`config.mk`:
```
export PLATFORM = sky130hd
export DESIGN_NAME = qspi_mem_sched
export DESIGN_NICKNAME = d
export VERILOG_FILES = /design/src/rtl/qspi_mem_sched.sv
export SDC_FILE = /design/constraint.sdc
export NUM_CORES = 1
export LEC_CHECK = 0
export BUFFER_PORTS_ARGS = -buffer_cell sky130_fd_sc_hd__buf_2
export CORE_MARGIN = 5
export CORE_UTILIZATION = 28
export CTS_CLUSTER_DIAMETER = 50
export DETAILED_ROUTE_END_ITERATION = 8
export SETUP_SLACK_MARGIN = 0.5
export SLEW_MARGIN = 20
export SYNTH_ARGS = -nofsm -noshare
export SYNTH_HDL_FRONTEND = slang
export SYNTH_SLANG_ARGS = --single-unit
```
`constraint.sdc`:
```
create_clock -name hClk -period 4.2 [get_ports hClk]
set_clock_uncertainty 0.1 [all_clocks]
set_input_delay 0 -clock hClk [delete_from_list [all_inputs] [get_ports hClk]]
set_output_delay 0 -clock hClk [all_outputs]
set_load 0.01 [all_outputs]
```
`src/rtl/qspi_mem_sched.sv`:
```
// rtl/qspi_mem_sched.sv - QSPI write sequencer and arbiter for the shared overlay/menu RAM port
module qspi_mem_sched #(
  parameter int ADDR_W     = 17,
  parameter int FIFO_AW    = 3,
  parameter int STARVE_MAX = 16
) (
  input  logic              hClk,
  input  logic              hRst_n,
  input  logic              hdr_valid,
  input  logic              hdr_cmd,
  input  logic [9:0]        hdr_len,
  input  logic [31:0]       hdr_addr,
  input  logic              wd_valid,
  input  logic [15:0]       wd_data,
  input  logic              xfer_end,
  input  logic              rd_req,
  input  logic [ADDR_W-1:0] rd_addr,
  output logic              rd_gnt,
  output logic              rd_valid,
  output logic [15:0]       rd_data,
  output logic              mem_en,
  output logic              mem_we,
  output logic [ADDR_W-1:0] mem_addr,
  output logic [15:0]       mem_wdata,
  input  logic [15:0]       mem_rdata,
  output logic              busy,
  output logic              ovf,
  output logic              menu_init,
  output logic [9:0]        words_done
);

  localparam int DEPTH = 1 << FIFO_AW;
  localparam int SW    = $clog2(STARVE_MAX + 1);

  localparam logic [1:0] ST_IDLE    = 2'd0;
  localparam logic [1:0] ST_ACCEPT  = 2'd1;
  localparam logic [1:0] ST_DISCARD = 2'd2;
  localparam logic [1:0] ST_DRAIN   = 2'd3;

  logic [1:0]        state;
  logic [1:0]        state_nxt;
  logic [ADDR_W-1:0] base;
  logic [9:0]        remaining;
  logic [15:0]       fifo_mem [DEPTH];
  logic [FIFO_AW:0]  wr_ptr;
  logic [FIFO_AW:0]  rd_ptr;
  logic [FIFO_AW:0]  fifo_cnt;
  logic              fifo_empty;
  logic              fifo_full;
  logic [SW-1:0]     starve_cnt;
  logic              starved;
  logic              wr_sel;
  logic              word_in;
  logic              push;
  logic              drop;
  logic              hdr_write;
  logic              hdr_in_win;
  logic [1:0]        menu_chain;

  assign fifo_cnt   = wr_ptr - rd_ptr;
  assign fifo_empty = (fifo_cnt == '0);
  assign fifo_full  = fifo_cnt[FIFO_AW];
  assign starved    = (starve_cnt == SW'(STARVE_MAX));

  // Reads win unless the pending write has waited STARVE_MAX cycles.
  assign wr_sel    = !fifo_empty && (!rd_req || starved);
  assign rd_gnt    = rd_req && !wr_sel;
  assign mem_en    = rd_gnt || wr_sel;
  assign mem_we    = wr_sel;
  assign mem_addr  = wr_sel ? (base + ADDR_W'(words_done)) : rd_addr;
  assign mem_wdata = wr_sel ? fifo_mem[rd_ptr[FIFO_AW-1:0]] : 16'h0000;

  assign word_in    = (state == ST_ACCEPT) && wd_valid && (remaining != 10'd0);
  assign push       = word_in && (!fifo_full || wr_sel);
  assign drop       = word_in && fifo_full && !wr_sel;
  assign hdr_write  = (state == ST_IDLE) && hdr_valid && !hdr_cmd && (hdr_len != 10'd0);
  assign hdr_in_win = (hdr_addr[31:ADDR_W+1] == '0);

  assign busy      = (state != ST_IDLE) || !fifo_empty;
  assign menu_init = menu_chain[1];

  always_comb begin
    state_nxt = state;
    case (state)
      ST_IDLE: begin
        if (hdr_write) state_nxt = hdr_in_win ? ST_ACCEPT : ST_DISCARD;
      end
      ST_ACCEPT: begin
        if (xfer_end || (word_in && remaining == 10'd1)) state_nxt = ST_DRAIN;
      end
      ST_DISCARD: begin
        if (xfer_end) state_nxt = ST_IDLE;
      end
      ST_DRAIN: begin
        // Leave as the last word is written so busy drops right after it.
        if (fifo_empty || (fifo_cnt == (FIFO_AW+1)'(1) && wr_sel)) state_nxt = ST_IDLE;
      end
      default: state_nxt = ST_IDLE;
    endcase
  end

  always_ff @(posedge hClk or negedge hRst_n) begin
    if (!hRst_n) begin
      state      <= ST_IDLE;
      base       <= '0;
      remaining  <= '0;
      words_done <= '0;
      ovf        <= 1'b0;
      menu_chain <= 2'b00;
      wr_ptr     <= '0;
      rd_ptr     <= '0;
      starve_cnt <= '0;
      rd_valid   <= 1'b0;
      rd_data    <= '0;
    end else begin
      state    <= state_nxt;
      rd_valid <= rd_gnt;
      rd_data  <= mem_rdata;

      if (hdr_write && hdr_in_win) begin
        base       <= hdr_addr[ADDR_W:1];
        remaining  <= hdr_len;
        words_done <= '0;
        ovf        <= 1'b0;
        if (hdr_addr == 32'h0) menu_chain <= {menu_chain[0], 1'b1};
      end else begin
        if (word_in) remaining <= remaining - 10'd1;
        if (drop) ovf <= 1'b1;
        if (wr_sel && words_done != 10'h3FF) words_done <= words_done + 10'd1;
      end

      if (push)   wr_ptr <= wr_ptr + 1'b1;
      if (wr_sel) rd_ptr <= rd_ptr + 1'b1;

      if (wr_sel)                       starve_cnt <= '0;
      else if (!fifo_empty && rd_req)   starve_cnt <= starve_cnt + 1'b1;
    end
  end

  always_ff @(posedge hClk) begin
    if (push) fifo_mem[wr_ptr[FIFO_AW-1:0]] <= wd_data;
  end

endmodule

```
## Word level (Yosys, flattened, before mapping)

Memory sizes are Yosys's and may differ from the RTL's.
Cells that the tools add are included.

- Flip-flop bits (word level): 72
- Memory bits (writable): 128
- Output and inout bits: 66
- Memories kept: 1

- $add $sub $neg: 7
- Eq/ne operators: 11
- Multiplexer cells: 18
- Reduce and logical (&&, ||, !) cells: 39

Memory list:

| memory | depth | bits a word | read ports | clocked after memory_dff | wr ports | RTL line | source |
|---|---|---|---|---|---|---|---|
| fifo_mem | 8 | 16 | 1 | 0 | 1 | 44 | `logic [15:0] fifo_mem [DEPTH];` |

Operators with widths:

| kind | count |
|---|---|
| 10-bit two-way mux | 4 |
| 32-bit logical NOT | 1 |
| 10-bit nonzero test | 2 |
| 17-bit by 10-bit adder with 17-bit output | 1 |
| 17-bit two-way mux | 1 |
| 16-bit two-way mux | 1 |
| 1-bit logical AND | 15 |
| 14-bit logical NOT | 1 |
| 10-bit by 1-bit adder with 10-bit output, second input constant | 1 |
| 10-bit by 1-bit == test with 1-bit output, second input constant | 1 |
| 2-bit two-way mux | 5 |
| 5-bit two-way mux | 2 |
| 10-bit != test, second input constant | 1 |
| 2-bit nonzero test | 5 |
| 10-bit by 1-bit subtractor with 10-bit output, second input constant | 1 |
| 4-bit by 1-bit adder with 4-bit output, second input constant | 2 |
| 2-bit case mux with 4 select lines | 1 |
| 1-bit logical OR | 6 |
| 2-bit != test, second input constant | 3 |
| 5-bit by 1-bit adder with 5-bit output, second input constant | 1 |
| 5-bit == test, second input constant | 1 |
| 1-bit logical NOT | 5 |
| 2-bit == test, second input constant | 2 |
| 4-bit by 1-bit == test with 1-bit output, second input constant | 1 |
| other kinds (8) | 11 |

## Depth between registers and ports, before layout

Gate-level depths: netlist (run 1).

- Word-level depth: 8
- Gate-level depth with buffers: 12

## Least setup slack after synthesis (run 1)

OpenSTA, ideal clock, no wires.

- Kind: reg2reg
- Start: reg rd_ptr[2]
- End: mem fifo_mem[0][0], enable pin
- Library setup time: 0.430 ns
- Arrival time: 3.736 ns
- Setup slack: -0.067 ns
- Cell stages (with the launch flop): 11
- Path buffers: 3
- Period minus slack after synthesis: 4.267 ns
- Path through: dfrtp_1 > clkbuf_1 > clkinv_1 > clkbuf_1 > ha_1 > a21oi_1 > a21o_1 > and2_1 > clkbuf_1 > o21ai_2 > nor4_1

- Cells in the longest elaborated chain, start to end: 8
- Elaborated cells between the ends (all ways): 9

RTL lines:

| item | RTL line | source |
|---|---|---|
| start, declared | 46 | `logic [FIFO_AW:0] rd_ptr;` |
| start signal, assigned | 133 | `if (wr_sel) rd_ptr <= rd_ptr + 1'b1;` |
| 4-bit subtractor (*) | 60 | `assign fifo_cnt = wr_ptr - rd_ptr;` |
| 4-bit logical NOT | 61 | `assign fifo_empty = (fifo_cnt == '0);` |
| 1-bit logical NOT | 66 | `assign wr_sel = !fifo_empty && (!rd_req \|\| starved);` |
| 1-bit logical AND | 66 |  |
| 1-bit logical OR (*) | 74 | `assign push = word_in && (!fifo_full \|\| wr_sel);` |
| 1-bit logical AND (*) | 74 |  |
| 1-bit two-way mux (*) | 141 | `if (push) fifo_mem[wr_ptr[FIFO_AW-1:0]] <= wd_data;` |
| 1-bit two-way mux (implied by the code) (*) | 141 |  |
| end, declared | 44 |  |

Every way passes the cells marked *; elsewhere a longest branch is shown, timed or not.

## Worst setup path after layout (run 1)

- Start: reg wr_ptr[0]
- End: out mem_addr[12]

- Cells in the longest elaborated chain, start to end: 5

RTL lines:

| item | RTL line | source |
|---|---|---|
| start, declared | 45 | `logic [FIFO_AW:0] wr_ptr;` |
| start signal, assigned | 132 | `if (push) wr_ptr <= wr_ptr + 1'b1;` |
| 4-bit subtractor | 60 |  |
| 4-bit logical NOT | 61 |  |
| 1-bit logical NOT | 66 |  |
| 1-bit logical AND | 66 |  |
| 17-bit two-way mux | 70 | `assign mem_addr = wr_sel ? (base + ADDR_W'(words_done)) : rd_addr;` |
| end, declared | 23 | `output logic [ADDR_W-1:0] mem_addr,` |

No other way between the ends.

==> results of run 1 <==
## sequential cells by signal, summed over array words and instances (netlist names)
register and flops:
base 17, fifo_mem 128, menu_chain 2, ovf 1
rd_data 16, rd_ptr 4, rd_valid 1, remaining 10
starve_cnt 5, state 2, words_done 10, wr_ptr 4
## per-layer routing
metal  part of all wire [%]  wire [um]  GRT usage [%]
met3                    4.7       1060           2.84
met2                     49      11200           21.9
met4                    1.6        371           3.81
met1                     45      10200           16.9
met5                      0          0              0
## path summary, 6_finish.rpt
path                                      startpoint                         to  slack, ns  cells after the start
min in group asynchronous                     hRst_n        base[1]$_DFFE_PN0P_       0.49                      3
setup / recovery               wr_ptr[0]$_DFFE_PN0P_               mem_addr[12]       0.79                     11
hold reg to reg            menu_chain[0]$_DFFE_PN0P_  menu_chain[0]$_DFFE_PN0P_       0.36                      1
setup reg to reg               wr_ptr[0]$_DFFE_PN0P_  words_done[6]$_DFFE_PN0P_       1.10                     10
max in group asynchronous                     hRst_n      rd_ptr[0]$_DFFE_PN0P_       2.90                      4
hold / removal                              wd_valid   remaining[3]$_DFFE_PN0P_       0.04                      4
## Yosys cell counts, types with 2 or more instances
cell	number
edfxtp_1	128
nand2_1	119
dfrtp_1	72
a21oi_1	35
mux4_2	32
nor2_1	25
o21ai_0	24
ha_1	21
nor4_1	16
inv_1	15
o31ai_1	15
nand3_1	14
clkbuf_1	13
buf_2	10
or4_1	10
xnor2_1	10
and2_1	7
nand4_1	7
nor3_1	7
o211ai_1	7
a221o_1	6
a31oi_1	6
xor2_1	6
a21o_1	5
mux2_2	4
nor2b_1	4
or3_1	4
buf_1	3
mux2i_1	3
o311ai_0	3
o41ai_1	3
or2_2	3
and3_1	2
and4_1	2
clkinv_1	2
fa_1	2
nand2b_1	2
nor3b_1	2
o21a_1	2
or3_2	2
## kinds of logic (layout without fill, tap and decap cells)
group                      Yosys count  count (layout)  synth area share (%)
xor gates and xnor gates            16              16                  1.55
DFF                                200             200                  62.6
muxes                               39              39                  8.82
and+or+nand+nor                    233             233                  12.5
buffers and inverters               45             296                  2.14
adders and majority gates           23              23                  3.36
AOI/OAI and AO/OA                  122             122                  9.03
## cell usage in the layout, fill, tap and decap left out, drive strengths merged, types with 17 or more instances in the layout
cell | Yosys | layout
a21oi | 35 | 35
buf | 15 | 181
clkbuf | 13 | 17
dfrtp | 72 | 72
dlygate4sd3 | 0 | 66
edfxtp | 128 | 128
ha | 21 | 21
inv | 15 | 24
mux4 | 32 | 32
nand2 | 120 | 120
nor2 | 25 | 25
nor4 | 17 | 17
o21ai | 25 | 25
## repair_timing
item / in CTS / in global routing
hold buffers: 65 / 1
endpoints found under the setup margin: 0 / 7
hold endpoints to repair: 254 / 24
gates resized for setup: 0 / 1
## worst max-delay path, stage by stage, from the launching register on
cell and delay [ns]:
dfrtp_1 0.48, inv_1 0.22, ha_1 0.20, inv_1 0.05, fa_1 0.37, xor2_1 0.17, nor2_1 0.20, a41o_2 0.39
clkinvlp_4 0.35, nor2_1 0.21, a31oi_1 0.06, buf_2 0.16
## through the flow
stage          total power (W)  hold slack [ns]
2_1_floorplan          0.00402           -0.396
4_1_cts                0.00645          0.00148
6_report               0.00636           0.0357
3_5_place_dp           0.00478          0.00933
5_1_grt                0.00681           0.0684
3_3_place_gp           0.00474          0.00758
## final cells by class
type,instances,area share (%)
clock buffers,17,3.65
repair buffers,247,14.0
flip-flops and latches,200,48.5
clock inverters,15,1.29
multi-input cells,433,27.7
well taps,402,4.32
inverters,17,0.580
## power breakdown
part	total [W]	switching (W)	internal [W]
Clock	0.00161	0.000815	0.000794
Sequential	0.00253	0.000233	0.00229
Combinational	0.00223	0.00126	0.000966
Total	0.00636	0.00231	0.00405
==> flow_metrics.tcl, run 1 <==
set metrics [dict create \
    grt_max_degree 73 \
    worstSetupPathType "reg -> out" \
    synth-seq-cells 200 \
    hold_viol 0 \
    finish.instance_area_um2 11600 \
    syn_area_um2 9020 \
    final_core_util_pct 36.8 \
    fin_cells 1331 \
    dp_slack_ns 1.00 \
    io_buffer_count 163 \
    grt_pass1_wl_um 36400 \
    ys_types 65 \
    fp-row-count 65 \
    wl_um 22700 \
    cts_tree "yes" \
    cts_max_path_buffers 2 \
    hpwl_um 14800 \
    cts.clk_slew.worst_paths_ns 0.08 \
    max_slew_margin_pct 53.9 \
    synth_edf_count 128 \
    ys_dominant_reg_cell "edfxtp_1" \
    clk_latency_ns 0.44 \
    clock-sinks 200 \
    p_leak_nw 4.58 \
    n_fill_cell 3019 \
    avgSynthCellArea_um2 13.3 \
    die-area_um2 35900 \
    via_count 6307 \
    io_pins 164 \
    fmax_ghz 0.293 \
    async_flop_share_pct 36.0 \
    crit_path_end_kind "output pin" \
    syn_inst 678 \
    worstMarginPinSlew_ns 0.691 \
    clockRootBuffer "clkbuf_16" \
    multiInputGateArea_um2 3230 \
    via_per_inst 4.74 \
    yosys_warnings 0 \
    worstSetupStartpointType "flip-flop" \
    layout.nets 1037 \
    status "finished, final reports clean" \
    post_cts_buffers 0 \
    areaGrowthSynthToFinish_pct 29.2 \
    die_x_um 189 \
    postLayoutSetupSlackWorst_ns 0.789 \
    synthTopCellsByArea "edfxtp_1 43%, dfrtp_1 20%, mux4_2 8.0%, nand2_1 5.0%, ha_1 2.9%" \
    arrival_ns 3.31 \
    final.setup.tns_ns 0 \
    slew_violations 0 \
    antennaDiodeCount 0 \
    final-seq-area_um2 5650 \
    drt-initial-drc-count 355 \
    fin_crit_sh_pct 81.2 \
    ir_worst_vdd_mv 0.371 \
    first_pass_iters 4 \
    hold_path_class "in -> reg" \
    period_needed_ns 3.41 \
    placed_cell_area_um2 10400 \
    fp.dieH_um 189 \
    yosysTopAreaCell "edfxtp_1" \
    worstPathRequired_ns 4.10 \
    synth_top_area_share_pct 42.6 \
    initial_core_util_pct 28.5 \
    rsz0062_at_grt "yes" \
    grt_pass1_vias 6581 \
    synth_fp_nets 799 \
    grt_use_total_pct 13.0 \
    cts_max_level 4 \
    power_density_nw_per_um2 546 \
    seq_area_frac_synth_pct 62.6 \
    setup-violations-final 0 \
    grt-ovfl-total 0 \
    crit_fanout 19 \
    dp.cells 1232 \
    gp_congestion 0.778 \
    wl_per_cell_um 17.1 \
    drive_gt1_share_pct 29.4 \
    ant_nets 0 \
    cts_buffers 17 \
    antenna_found_initial 0 \
    core_area_um2 31600 \
    drc 0 \
    maxCapViolCount 0 \
]
No activity file was read; power rests on OpenSTA's default activity.
==> run 2: changes to the inputs <==
==> constraint.sdc (replaced) <==
create_clock -name hClk -period 3.6 [get_ports hClk]
set_clock_uncertainty 0.1 [all_clocks]
set_input_delay 0 -clock hClk [delete_from_list [all_inputs] [get_ports hClk]]
set_output_delay 0 -clock hClk [all_outputs]
set_load 0.01 [all_outputs]
==> run 2 against run 1 <==
  * Design area increased by 2.1%
  * Highest routed layer unchanged
  * Final cell count grew 0.75%
  * First-iteration DRC count fell by 22%
  * Die area unchanged
  * Critical endpoint is now mem_addr[10]
  * Combinational power up 31%
  * Hold slack got worse by 0.0058 ns
  * Power rose by 23%
  * Critical path depth decreased by 3
==> flow_metrics.tcl, run 2 (synthesized netlist as in run 1, its figures left out) <==
set metrics [dict create \
    slew_violations 0 \
    clkPwrFrac_pct 24.5 \
    max_slew_margin_pct 36.6 \
    antenna_found_initial 0 \
    cts_max_level 4 \
    final-seq-area_um2 5650 \
    worstMarginPinSlew_ns 0.951 \
    clk_latency_ns 0.44 \
    p_int_w 0.00490 \
    drive_gt1_share_pct 31.6 \
    drt-initial-drc-count 277 \
    maxCapViolCount 0 \
    whs_path_depth 5 \
    power_density_nw_per_um2 655 \
    grt_max_degree 73 \
    crit_fanout 6 \
    multiInputGateArea_um2 3360 \
    layout.nets 1047 \
    wl_um 23900 \
    die_x_um 189 \
    reg2reg_slack_ns 0.66 \
    hold_viol 0 \
    via_per_inst 4.86 \
    clockRootBuffer "clkbuf_16" \
    initial_core_util_pct 28.5 \
    power_w 0.00780 \
    wl_per_cell_um 17.8 \
    min_from "hdr_addr[25]" \
    fmax_ghz 0.331 \
    p_seq_share_pct 38.0 \
    worstPathRequired_ns 3.50 \
    via_count 6522 \
    crit_path_end_kind "output pin" \
    gp_congestion 0.807 \
    fp-row-count 65 \
    fin_crit_sh_pct 84.0 \
    cts.clk_slew.worst_paths_ns 0.08 \
    grt-ovfl-total 0 \
    n_fill_cell 3020 \
    status "finished, final reports clean" \
    p_switching_w 0.00290 \
    largest_reg_flops 128 \
    grt_use_total_pct 13.2 \
    hpwl_um 15300 \
    hold_path_class "in -> reg" \
    rr_startpoint "wr_ptr[2]$_DFFE_PN0P_" \
    worstSetupPathType "reg -> out" \
    grt_pass1_wl_um 36900 \
    die-area_um2 35900 \
    rsz0062_at_grt "yes" \
    ant_nets 0 \
    rr_endpoint "fifo_mem[1][7]$_DFFE_PP_" \
    worstSetupStartpointType "flip-flop" \
    comb_power_share_pct 37.4 \
    io_pins 164 \
    areaGrowthSynthToFinish_pct 31.9 \
    grt_pass1_vias 6581 \
    p_leak_nw 4.64 \
    hold_ws_ns 0.0299 \
    layout_common_cells "162 x buf_2, 128 x edfxtp_1, 119 x nand2_1, 67 x dfrtp_1, 65 x dlygate4sd3_1" \
    holdPathEnd "state[0]$_DFFE_PN0P_" \
    r2r_cells 7 \
    switching_share_pct 37.2 \
    cts_tree "yes" \
    layout_commonest_cell "buf_2" \
    setup-violations-final 0 \
    cts_buffers 17 \
    core_area_um2 31600 \
    drc 0 \
    ir_worst_vdd_mv 0.381 \
    first_pass_iters 4 \
    period_needed_ns 3.02 \
    arrival_ns 2.92 \
    clock-sinks 200 \
    antennaDiodeCount 0 \
    io_buffer_count 163 \
    cts_max_path_buffers 2 \
    final.setup.tns_ns 0 \
    fp.dieH_um 189 \
]
run 2: changes by cell type in the layout (fill, tap and decap cells not counted), sizes merged:
cell	before	now
clkinv	6	7
dlygate4sd3	66	65
buf	181	191
a41o	1	2
inv	24	23
run 2: metrics by stage:
step	setup WS, ns	cells	instance area (um^2)	utilization, %
CTS	0.510	1336	11800	37.4
detailed placement	0.00135	1233	10500	33.1
global placement	0.205	1233	10500	33.1
floorplan	0.515	678	9140	-
finish	0.578	1341	11900	37.6
global route	0.449	1341	11900	37.6
run 2: metal layers:
metal,global-route usage (%),wire [um]
met1,16.9,10900
met2,22.2,11500
met3,2.91,1070
met4,4.62,496
met5,0,0
run 2: layout make-up:
cell class                      instances  share of cell area [%]
Clock inverter                         15                    1.43
Clock buffer                           17                    3.58
Sequential cell                       200                    47.5
Timing Repair Buffer                  256                    14.4
Tap cell                              402                    4.23
Multi-Input combinational cell        434                    28.3
Inverter                               17                   0.621
run 2: worst max-delay path, stage by stage, from the launching register on:
cell and delay [ns]:
dfrtp_2 0.45, ha_1 0.24, fa_2 0.36, a21o_1 0.26, a311oi_2 0.36, o21ai_0 0.19, and3_1 0.20, o31ai_1 0.24
buf_2 0.19
run 2: power groups by stage:
| stage | registers (W) | clock network, W | logic [W] |
|---|---|---|---|
| 2_1_floorplan | 0.00298 | 0 | 0.00179 |
| 3_3_place_gp | 0.00300 | 0 | 0.00263 |
| 3_5_place_dp | 0.00301 | 0 | 0.00265 |
| 4_1_cts | 0.00297 | 0.00196 | 0.00290 |
| 5_1_grt | 0.00300 | 0.00205 | 0.00322 |
| 6_report | 0.00296 | 0.00191 | 0.00292 |
run 2: what timing repair did:
item                       in CTS  in global routing
setup buffers                   5                  5
setup endpoints to repair      40                 47
hold buffers                   65                  0
gates resized for setup        13                  7
hold endpoints to repair      251                  0
cloned                          1                  0
pin swaps                       2                  6
run 2: how the worst max path moves through the flow:
| stage | from | endpoint | slack [ns] | cells after the start |
|---|---|---|---|---|
| 2_1_floorplan | rd_ptr[2]$_DFFE_PN0P_ | fifo_mem[1][0]$_DFFE_PP_ | 0.51 | 10 |
| 3_3_place_gp | wr_ptr[0]$_DFFE_PN0P_ | words_done[8]$_DFFE_PN0P_ | 0.20 | 9 |
| 3_5_place_dp | wr_ptr[0]$_DFFE_PN0P_ | words_done[8]$_DFFE_PN0P_ | 0.001 | 9 |
| 4_1_cts | wr_ptr[0]$_DFFE_PN0P_ | rd_gnt | 0.51 | 10 |
| 5_1_grt | words_done[3]$_DFFE_PN0P_ | mem_addr[13] | 0.45 | 7 |
| 6_report | words_done[0]$_DFFE_PN0P_ | mem_addr[10] | 0.58 | 8 |
